[src/rtl/alu_arbiter_if.sv]
// alu_arbiter_if: requester command/response ports plus the ALU-facing bus of alu_arbiter.
interface alu_arbiter_if #(
  parameter int DATA_WIDTH   = 16,
  parameter int STATUS_WIDTH = 5
);
  logic                    i_req0_valid, i_req1_valid;
  logic                    o_req0_ready, o_req1_ready;
  logic [DATA_WIDTH-1:0]   i_req0_a, i_req0_b, i_req1_a, i_req1_b;
  logic [3:0]              i_req0_opcode, i_req1_opcode;
  logic                    o_rsp0_valid, o_rsp1_valid;
  logic                    i_rsp0_ready, i_rsp1_ready;
  logic [DATA_WIDTH-1:0]   o_rsp_c;
  logic [STATUS_WIDTH-1:0] o_rsp_status;
  logic                    o_rsp_err;
  logic [DATA_WIDTH-1:0]   o_alu_a, o_alu_b;
  logic [3:0]              o_alu_opcode;
  logic                    o_alu_enable;
  logic [DATA_WIDTH-1:0]   i_alu_c;
  logic [STATUS_WIDTH-1:0] i_alu_status;
  logic                    o_busy;
  modport slave (
    input  i_req0_valid, i_req1_valid, i_req0_a, i_req0_b, i_req1_a, i_req1_b,
           i_req0_opcode, i_req1_opcode, i_rsp0_ready, i_rsp1_ready, i_alu_c, i_alu_status,
    output o_req0_ready, o_req1_ready, o_rsp0_valid, o_rsp1_valid, o_rsp_c, o_rsp_status,
           o_rsp_err, o_alu_a, o_alu_b, o_alu_opcode, o_alu_enable, o_busy
  );
  modport master (
    output i_req0_valid, i_req1_valid, i_req0_a, i_req0_b, i_req1_a, i_req1_b,
           i_req0_opcode, i_req1_opcode, i_rsp0_ready, i_rsp1_ready, i_alu_c, i_alu_status,
    input  o_req0_ready, o_req1_ready, o_rsp0_valid, o_rsp1_valid, o_rsp_c, o_rsp_status,
           o_rsp_err, o_alu_a, o_alu_b, o_alu_opcode, o_alu_enable, o_busy
  );
endinterface

[src/rtl/alu_arbiter.sv]
// alu_arbiter: round-robin sharing of one combinational ALU between two requesters,
// one registered operation in flight (IDLE -> EXEC -> RESP).
module alu_arbiter #(
  parameter int DATA_WIDTH    = 16,
  parameter int STATUS_WIDTH  = 5,
  parameter int NUM_LEGAL_OPS = 12
) (
  input logic          i_clk,
  input logic          i_reset,
  alu_arbiter_if.slave bus
);
  typedef enum logic [1:0] {IDLE, EXEC, RESP} state_t;
  state_t                  r_state, w_next;
  logic                    r_last, r_gnt, r_err;
  logic [DATA_WIDTH-1:0]   r_a, r_b, r_c;
  logic [3:0]              r_op;
  logic [STATUS_WIDTH-1:0] r_status;
  logic                    w_any, w_gnt, w_legal, w_rsp_ready, w_accept;
  assign w_any       = bus.i_req0_valid | bus.i_req1_valid;
  // Contest goes to whoever was not served last; a lone requester always wins.
  assign w_gnt       = (bus.i_req0_valid & bus.i_req1_valid) ? ~r_last : bus.i_req1_valid;
  assign w_accept    = (r_state == IDLE) & w_any;
  assign w_legal     = r_op < 4'(NUM_LEGAL_OPS);
  assign w_rsp_ready = r_gnt ? bus.i_rsp1_ready : bus.i_rsp0_ready;
  always_comb begin
    w_next = (r_state == IDLE) ? (w_any ? EXEC : IDLE) :
             (r_state == EXEC) ? RESP :
             (w_rsp_ready ? IDLE : RESP);
  end
  always_ff @(posedge i_clk) begin
    if (i_reset) r_state <= IDLE;
    else         r_state <= w_next;
  end
  always_ff @(posedge i_clk) begin
    if (i_reset) begin
      r_last   <= 1'b1;
      r_gnt    <= 1'b0;
      r_a      <= '0;
      r_b      <= '0;
      r_op     <= '0;
      r_c      <= '0;
      r_status <= '0;
      r_err    <= 1'b0;
    end else begin
      if (w_accept) begin
        r_gnt <= w_gnt;
        r_a   <= w_gnt ? bus.i_req1_a : bus.i_req0_a;
        r_b   <= w_gnt ? bus.i_req1_b : bus.i_req0_b;
        r_op  <= w_gnt ? bus.i_req1_opcode : bus.i_req0_opcode;
      end
      if (r_state == EXEC) begin
        r_c      <= w_legal ? bus.i_alu_c : '0;
        r_status <= w_legal ? bus.i_alu_status : '0;
        r_err    <= ~w_legal;
      end
      if ((r_state == RESP) && w_rsp_ready) r_last <= r_gnt;
    end
  end
  assign bus.o_req0_ready = w_accept & ~w_gnt;
  assign bus.o_req1_ready = w_accept & w_gnt;
  assign bus.o_rsp0_valid = (r_state == RESP) & ~r_gnt;
  assign bus.o_rsp1_valid = (r_state == RESP) & r_gnt;
  assign bus.o_rsp_c      = r_c;
  assign bus.o_rsp_status = r_status;
  assign bus.o_rsp_err    = r_err;
  assign bus.o_alu_a      = r_a;
  assign bus.o_alu_b      = r_b;
  assign bus.o_alu_opcode = r_op;
  assign bus.o_alu_enable = (r_state == EXEC) & w_legal;
  assign bus.o_busy       = r_state != IDLE;
endmodule

[src/flat_wrapper.sv]
// flat-port wrapper written by rule: the top's interface ports become plain ports
module alu_arbiter_flat 
#(
  parameter int DATA_WIDTH    = 16,
  parameter int STATUS_WIDTH  = 5,
  parameter int NUM_LEGAL_OPS = 12
)
  (i_clk, i_reset, bus_i_req0_valid, bus_i_req1_valid, bus_i_req0_a, bus_i_req0_b, bus_i_req1_a, bus_i_req1_b, bus_i_req0_opcode, bus_i_req1_opcode, bus_i_rsp0_ready, bus_i_rsp1_ready, bus_i_alu_c, bus_i_alu_status, bus_o_req0_ready, bus_o_req1_ready, bus_o_rsp0_valid, bus_o_rsp1_valid, bus_o_rsp_c, bus_o_rsp_status, bus_o_rsp_err, bus_o_alu_a, bus_o_alu_b, bus_o_alu_opcode, bus_o_alu_enable, bus_o_busy);
  alu_arbiter_if #(.DATA_WIDTH(DATA_WIDTH), .STATUS_WIDTH(STATUS_WIDTH)) bus_i ();
  input logic i_clk;
  input logic i_reset;
  input wire logic [$bits(bus_i.i_req0_valid)-1:0] bus_i_req0_valid;
  input wire logic [$bits(bus_i.i_req1_valid)-1:0] bus_i_req1_valid;
  input wire logic [$bits(bus_i.i_req0_a)-1:0] bus_i_req0_a;
  input wire logic [$bits(bus_i.i_req0_b)-1:0] bus_i_req0_b;
  input wire logic [$bits(bus_i.i_req1_a)-1:0] bus_i_req1_a;
  input wire logic [$bits(bus_i.i_req1_b)-1:0] bus_i_req1_b;
  input wire logic [$bits(bus_i.i_req0_opcode)-1:0] bus_i_req0_opcode;
  input wire logic [$bits(bus_i.i_req1_opcode)-1:0] bus_i_req1_opcode;
  input wire logic [$bits(bus_i.i_rsp0_ready)-1:0] bus_i_rsp0_ready;
  input wire logic [$bits(bus_i.i_rsp1_ready)-1:0] bus_i_rsp1_ready;
  input wire logic [$bits(bus_i.i_alu_c)-1:0] bus_i_alu_c;
  input wire logic [$bits(bus_i.i_alu_status)-1:0] bus_i_alu_status;
  output wire logic [$bits(bus_i.o_req0_ready)-1:0] bus_o_req0_ready;
  output wire logic [$bits(bus_i.o_req1_ready)-1:0] bus_o_req1_ready;
  output wire logic [$bits(bus_i.o_rsp0_valid)-1:0] bus_o_rsp0_valid;
  output wire logic [$bits(bus_i.o_rsp1_valid)-1:0] bus_o_rsp1_valid;
  output wire logic [$bits(bus_i.o_rsp_c)-1:0] bus_o_rsp_c;
  output wire logic [$bits(bus_i.o_rsp_status)-1:0] bus_o_rsp_status;
  output wire logic [$bits(bus_i.o_rsp_err)-1:0] bus_o_rsp_err;
  output wire logic [$bits(bus_i.o_alu_a)-1:0] bus_o_alu_a;
  output wire logic [$bits(bus_i.o_alu_b)-1:0] bus_o_alu_b;
  output wire logic [$bits(bus_i.o_alu_opcode)-1:0] bus_o_alu_opcode;
  output wire logic [$bits(bus_i.o_alu_enable)-1:0] bus_o_alu_enable;
  output wire logic [$bits(bus_i.o_busy)-1:0] bus_o_busy;
  assign bus_i.i_req0_valid = bus_i_req0_valid;
  assign bus_i.i_req1_valid = bus_i_req1_valid;
  assign bus_i.i_req0_a = bus_i_req0_a;
  assign bus_i.i_req0_b = bus_i_req0_b;
  assign bus_i.i_req1_a = bus_i_req1_a;
  assign bus_i.i_req1_b = bus_i_req1_b;
  assign bus_i.i_req0_opcode = bus_i_req0_opcode;
  assign bus_i.i_req1_opcode = bus_i_req1_opcode;
  assign bus_i.i_rsp0_ready = bus_i_rsp0_ready;
  assign bus_i.i_rsp1_ready = bus_i_rsp1_ready;
  assign bus_i.i_alu_c = bus_i_alu_c;
  assign bus_i.i_alu_status = bus_i_alu_status;
  assign bus_o_req0_ready = bus_i.o_req0_ready;
  assign bus_o_req1_ready = bus_i.o_req1_ready;
  assign bus_o_rsp0_valid = bus_i.o_rsp0_valid;
  assign bus_o_rsp1_valid = bus_i.o_rsp1_valid;
  assign bus_o_rsp_c = bus_i.o_rsp_c;
  assign bus_o_rsp_status = bus_i.o_rsp_status;
  assign bus_o_rsp_err = bus_i.o_rsp_err;
  assign bus_o_alu_a = bus_i.o_alu_a;
  assign bus_o_alu_b = bus_i.o_alu_b;
  assign bus_o_alu_opcode = bus_i.o_alu_opcode;
  assign bus_o_alu_enable = bus_i.o_alu_enable;
  assign bus_o_busy = bus_i.o_busy;
  alu_arbiter #(.DATA_WIDTH(DATA_WIDTH), .STATUS_WIDTH(STATUS_WIDTH), .NUM_LEGAL_OPS(NUM_LEGAL_OPS)) u_core (.i_clk(i_clk), .i_reset(i_reset), .bus(bus_i));
endmodule
[config.mk]
export PLATFORM = sky130hd
export DESIGN_NAME = alu_arbiter_flat
export DESIGN_NICKNAME = d
export VERILOG_FILES = /design/src/rtl/alu_arbiter_if.sv /design/src/rtl/alu_arbiter.sv /design/src/flat_wrapper.sv
export SDC_FILE = /design/constraint.sdc
export NUM_CORES = 1
export LEC_CHECK = 0
export BUFFER_PORTS_ARGS = -buffer_cell sky130_fd_sc_hd__buf_2
export CAP_MARGIN = 40
export CORE_AREA = 2 2 83 85
export DETAILED_ROUTE_END_ITERATION = 10
export DIE_AREA = 0 0 85 87
export PLACE_DENSITY = 0.78
export SLEW_MARGIN = 5
export SYNTH_ARGS = -nofsm -noshare
export SYNTH_HDL_FRONTEND = slang
export SYNTH_SLANG_ARGS = --single-unit
[constraint.sdc]
create_clock -name i_clk -period 1.7 [get_ports i_clk]
set_input_delay 0.17 -clock i_clk [delete_from_list [all_inputs] [get_ports i_clk]]
set_output_delay 0.17 -clock i_clk [all_outputs]
set_load 0.01 [all_outputs]
# Word-level counts from Yosys, hierarchy flattened
# Cells that the tools add are included.
dict set report classes {
  order_cmp 1
  n_eq_ne 2
  muxes 11
  bitwise_logic 12
  reduce_logical 3
}
# cell count
set op_table {}
lappend op_table {{two-way mux 16 bit} 3}
lappend op_table {{bitwise AND 1 bit} 7}
lappend op_table {{two-way mux 2 bit} 3}
lappend op_table {{two-way mux 5 bit} 1}
lappend op_table {{less-than comparator 4 bit (second input constant)} 1}
lappend op_table {{two-way mux 4 bit} 1}
lappend op_table {{inverter 1 bit} 4}
lappend op_table {{two-way mux 1 bit} 3}
lappend op_table {{equality test 2 x 1 -> 1 bit (second input constant)} 1}
lappend op_table {{equality test 2 bit (second input constant)} 1}
lappend op_table {{logical NOT 2 bit} 1}
lappend op_table {{nonzero test 2 bit} 1}
lappend op_table {{logical AND 1 bit} 1}
lappend op_table {{OR 1 bit} 1}
dict set report word_totals {
  register_bits 62
  output_inout_bits 64
}

# Longest topological paths before layout
# Gate-level depths: netlist of the first run.
dict set report depth {
  ltp_word 4
  ltp_mapped 7
}

# Least setup slack after synthesis of the first run
# OpenSTA, ideal clock, no wires.
dict set report synth_timing {
  path_type {reg2out}
  start {register u_core.r_state[1]}
  end {output bus_o_req0_ready}
  arrival_ns 1.051
  t_required_ns 1.530
  slack_ns 0.479
  stages_incl_launch_ff 6
  path_cell_list {dfxtp_1 > buf_6 > nor3b_2 > buf_4 > buf_6 > and2_1}
}
dict set report synth_between {
  elab_chain_cells 3
}
# element line_no
set synth_rtl {}
lappend synth_rtl {{start, declared} alu_arbiter.sv:13} ;# state_t r_state, w_next;
lappend synth_rtl {{start signal, assigned} alu_arbiter.sv:32} ;# else r_state <= w_next;
lappend synth_rtl {{logical NOT 2 bit} alu_arbiter.sv:22} ;# assign w_accept = (r_state == IDLE) & w_any;
lappend synth_rtl {{bitwise AND 1 bit} alu_arbiter.sv:22}
lappend synth_rtl {{bitwise AND 1 bit} alu_arbiter.sv:59} ;# assign bus.o_req0_ready = w_accept & ~w_gnt;
lappend synth_rtl {{end, declared} flat_wrapper.sv:24} ;# output wire logic [$bits(bus_i.o_req0_ready)-1:0] bus_o_req0_ready;
# Every way passes these cells.

# Worst setup path after layout of the first run
dict set report layout_timing {
  start {register u_core.r_state[0]}
  end {output bus_o_req0_ready}
}
# Same word-level chain as after synthesis.

==> results.tsv, run 1 <==
metric	value	unit
routed-via-count	3182	
drt_iter0_markers	166	
crit_buf_inv	2	
avgViaCountPerCell	5.602	
status	finished, final reports clean	
reg2reg_to	u_core.bus.o_rsp_c[9]	
worst-r2r-cell-count	3	
grt_pass1_vias	2871	
layout_commonest_cell	buf_2	
yosysTopAreaCellShare	0.4519	
fp-row-count	30	
min_to	u_core.bus.o_alu_b[15]	
insertion_delay	330	ps
hp-class	input port to flop	
fin_cells	568	
drv_slew	0	
required	1530	ps
skew	8.096	ps
hold_depth	3	
final_cell_mix	162 x buf_2, 61 x dfxtp_1, 58 x nand3_1	
crit_chain	nor3b_4 > buf_4 > and2_1 > buf_2	
first_pass_iters	4	
synth_seq_cells	62	
grt_max_degree	42	
cp-end-kind	output pin	
ir_drop	0.8363	mV
num_antenna_cells	0	
dp_hpwl	5977	um
drc	0	
die_y	87	um
period_minus_slack	1583	ps
syn_area	2746	um2
placed_cells	555	
period_share	0.9313	
totalWireLength	8682	um
timing.fmax	631.6	MHz
max_slew_margin	0.5634	
die_width	85	um
cts_setup_buffers	0	
ff2ff_setup_slack	320	ps
yosysWarnings	0	
gr-usage-all-layers	0.2302	
clk_path_buf_depth	2	
slowest_delay	400	ps
avgRoutedWirePerCell	15.29	um
core	6569	um2
clockRootBuffer	clkbuf_8	
syn_avg_cell_area	8.150	um2
syn_inst	337	
worstSetupStartpointType	flop	
start_util	0.4181	
ys_top_cells_by_area	dfxtp_1 45%, nand3_1 11%, a31oi_1 8.4%	
syn_nets	436	
final_util	0.5718	
cp_data_arrival_time	1410	ps
tightest_slew	653.3	ps
slowest_stage	dfxtp_1	
clock_sink_count	62	
place.gp.congestion	0.8146	
ant_nets	0	
ys_types	28	
fin_tns_setup	0	ps
layout-drive-gt1-share	0.4016	
io-pin-count	163	
syn2layout_area_growth	36.77	%
clkTransAtPathRegs	70	ps
numCtsBuffers	9	
grt_pass1_wl	13720	um
cap_viol_max_count	0	
r2r-start	u_core.r_state[0]	
nets	585	
path_class	flop to output pin	
die_area	7395	um2
critPathTopFamily	flip-flops	
power-per-cell-area	996.4	nW/um2
hp-start	bus_i_req0_b[15]	
leakagePower	1.688	nW
synth_top_area_cell	dfxtp_1	
rsz0062_at_grt	no	
finalHoldViolCount	0	
htree_num_levels	3	
antenna_found_initial	1	
portBuffers	162	
cts_tree	done	
setup_violations	0	
grt_overflow	0	
ys_seq_area_frac	0.4519	
worstPathMaxFanout	13	
## cell families after synthesis
group,synth area share
AO/OA/AOI/OAI,0.1982
multiplexers,0.003645
AND/OR/NAND/NOR,0.2560
flip-flops,0.4519
buffers and inverters,0.09020
## synthesized netlist by cell type
master / n
and2_1: 1
clkbuf_1: 11
nor3_1: 2
buf_2: 15
o21bai_1: 1
nand2b_1: 3
and3_1: 1
nor3b_1: 1
buf_6: 6
inv_2: 1
nor3b_2: 1
buf_4: 6
o21ai_1: 26
a21oi_1: 25
mux2i_1: 1
nand2_1: 23
dfxtp_1: 62
nor2_1: 2
a31oi_1: 37
nor2_2: 1
nor2_4: 1
inv_1: 2
o21ai_0: 10
nand3_1: 58
buf_1: 2
nand4_1: 36
and2b_1: 1
nand3b_1: 1
## worst max-delay path by stage
stage	from	to	slack, ps	cells after the start
2_1_floorplan	u_core.r_state[1]	bus_o_req0_ready	480	5
3_3_place_gp	u_core.r_state[0]	u_core.bus.o_rsp_c[5]	230	3
3_5_place_dp	u_core.r_state[0]	u_core.bus.o_rsp_c[9]	160	3
4_1_cts	u_core.r_state[1]	bus_o_req1_ready	30	5
5_1_grt	u_core.r_state[0]	bus_o_req0_ready	30	4
6_report	u_core.r_state[0]	bus_o_req0_ready	120	4
## sequential cells by signal, indices dropped and copies added, names as in the netlist
name                     count
u_core.bus.o_alu_a          16
u_core.bus.o_alu_b          16
u_core.bus.o_alu_opcode      4
u_core.bus.o_rsp_c          16
u_core.bus.o_rsp_err         1
u_core.bus.o_rsp_status      5
u_core.r_gnt                 1
u_core.r_last                1
u_core.r_state               2
## power breakdown
part	total, mW	internal (mW)	leakage, nW	switching, mW
Sequential	1.67	1.59	0.510	0.0805
Combinational	0.871	0.364	1.09	0.507
Clock	1.20	0.691	0.0911	0.514
Total	3.74	2.64	1.69	1.10
## worst register-to-register path, stage by stage (launching register included)
cell and delay (ps):
dfxtp_1 500, and2b_2 470, nand3_1 150, a21oi_1 180
## final cells by class
type	instances	area, um2
inverters	3	11.26
multi-input cells	232	1270
repair buffers	178	955.9
clock inverters	2	35.03
clock buffers	11	141.4
flip-flops and latches	62	1242
well taps	80	100.1
fillers	597	2813
## routing by layer
metal / GRT usage / vias up / part of all wire
li1: - / 1550 / -
met1: 0.2992 / 1450 / 0.43
met2: 0.3572 / 167 / 0.46
met3: 0.06161 / 15 / 0.089
met4: 0.1068 / 0 / 0.021
met5: 0 / - / 0
## metrics by stage
stage | cell area, um2 | total power [mW] | hold slack, ps | setup WS, ps
global placement | 3572 | 2.546 | 427.0 | 234.0
floorplan | 2746 | 2.214 | 321.9 | 478.7
CTS | 3749 | 3.776 | 80.09 | 32.02
global route | 3756 | 3.956 | 91.03 | 28.39
finish | 3756 | 3.743 | 99.25 | 116.7
detailed placement | 3572 | 2.561 | 431.5 | 155.3
## what timing repair did
item                                    in CTS  in global routing
gates resized for setup                      0                  3
endpoints found under the setup margin       0                  8
hold buffers                                 0                  0
(Power assumes the default switching activity.)
==> inputs of run 2 (changes only) <==
SETUP_SLACK_MARGIN = 0.2   (was not set)
==> run 2 against run 1 <==
Sequential power hardly changed. Non-clock buffer count up 2. Sequential share of layout area is 0.23 points lower. Register-to-register slack improved by 60 ps. Final area is 1.2% higher. Core utilization up 0.69 points. Critical path type unchanged. Critical endpoint unchanged. Largest cell class unchanged. Largest power group unchanged.
==> results.tsv, run 2 (same netlist as run 1, synthesis figures left out) <==
metric	value	unit
status	finished, final reports clean	
ant_nets	0	
avgViaCountPerCell	5.614	
path_class	flop to output pin	
avgRoutedWirePerCell	15.50	um
cp-end-kind	output pin	
critPathTopFamily	flip-flops	
ir_drop	0.8482	mV
fin_ws	250.6	ps
insertion_delay	320	ps
setup_violations	0	
gr-usage-all-layers	0.2316	
clkTransAtPathRegs	60	ps
drv_slew	0	
antenna_found_initial	1	
power.internal	2.662	mW
slowest_stage	dfxtp_4	
hp-class	input port to flop	
portBuffers	162	
place.gp.congestion	0.8146	
die_y	87	um
slowest_delay	380	ps
max_slew_margin	0.5600	
cts_tree	done	
pwr-share-seq	0.441	
dp_hpwl	5977	um
core	6569	um2
start_util	0.4181	
die_width	85	um
required	1530	ps
timing.fmax	690.0	MHz
worst_path_most_repeated_cell	buf_6	
final_cell_mix	161 x buf_2, 60 x dfxtp_1, 58 x nand3_1	
die_area	7395	um2
drc	0	
finalHoldViolCount	0	
top_usage_layer	met2	
grt_max_degree	42	
nets	587	
layout-drive-gt1-share	0.4082	
power.total	3.777	mW
power-per-cell-area	993.7	nW/um2
htree_num_levels	3	
fp-row-count	30	
period_minus_slack	1449	ps
num_antenna_cells	0	
io-pin-count	163	
crit_buf_inv	2	
syn2layout_area_growth	38.41	%
crit_chain	nor3b_4 > buf_6 > and2_4 > buf_6	
clkPwrFrac	0.320	
rsz0062_at_grt	yes	
routed-via-count	3200	
tightest_slew	658.5	ps
p_comb_frac	0.238	
period_share	0.8526	
layout_commonest_cell	buf_2	
leakagePower	1.707	nW
sw_frac_of_total	0.2953	
cap_viol_max_count	0	
skew	4.764	ps
drt_iter0_markers	217	
met2_usage	0.3544	
dp_slack	155.3	ps
grt_pass1_vias	2891	
worstSetupStartpointType	flop	
use_met3	0.06256	
worstPathMaxFanout	7	
power.switching	1.116	mW
use_met1	0.3034	
clockRootBuffer	clkbuf_8	
fin_tns_setup	0	ps
totalWireLength	8837	um
cp_data_arrival_time	1280	ps
numCtsBuffers	9	
grt_overflow	0	
clock_sink_count	62	
clk_path_buf_depth	2	
grt_pass1_wl	13810	um
first_pass_iters	5	
==> run 2: cell types whose count changed in the layout (fill, tap and decap cells not counted), sizes merged <==
cell  change
buf       +2
==> run 2: per-layer routing <==
metal  wire, um  share of wire  up-vias
met2       4085           0.46      163
li1           -              -     1555
met4        190          0.022        0
met1       3733           0.42     1468
met5          0              0        -
met3        827          0.094       14
==> run 2: worst register-to-register path: stages (launching register included) <==
cell	delay, ps
dfxtp_1	420
nand2_1	430
nand3_1	250
a21oi_1	90
==> run 2: final timing paths <==
check	from	to	slack [ps]	depth (start not counted)
worst max-delay path	u_core.r_state[0]	bus_o_req0_ready	250	4
worst min-delay path	bus_i_alu_c[15]	u_core.bus.o_rsp_c[15]	100	3
worst max register to register	u_core.bus.o_alu_opcode[3]	u_core.bus.o_rsp_c[9]	380	3
worst min register to register	u_core.bus.o_rsp_c[14]	u_core.bus.o_rsp_c[14]	450	2
==> run 2: what timing repair did <==
action	4_1_cts	5_1_grt
gates resized for setup	5	7
setup buffers	1	1
pin swaps	0	2
hold buffers	0	0
setup endpoints to repair	23	3
==> run 2: final cells by class <==
type | instances | area [um2]
clock buffers | 11 | 141.4
clock inverters | 2 | 35.03
fillers | 605 | 2768
inverters | 3 | 11.26
multi-input cells | 232 | 1272
flip-flops and latches | 62 | 1249
well taps | 80 | 100.1
repair buffers | 180 | 992.2
==> run 2: power groups by stage <==
stage                     registers [mW]  clock network [mW]  logic, mW
final                               1.67                1.21      0.900
after global routing                1.68                1.32      0.985
after CTS                           1.67                1.24      0.879
after detailed placement            1.69                   0      0.870
after global placement              1.69                   0      0.855
after floorplan                     1.74                   0      0.475
==> run 2: stage by stage <==
stage               instance area, um2  instances    util  hold WS (ps)
floorplan                         2746        337       -         321.9
global placement                  3572        555  0.5438         427.0
detailed placement                3572        555  0.5438         431.5
CTS                               3769        569  0.5737         80.09
global route                      3801        570  0.5787         90.90
finish                            3801        570  0.5787         97.85
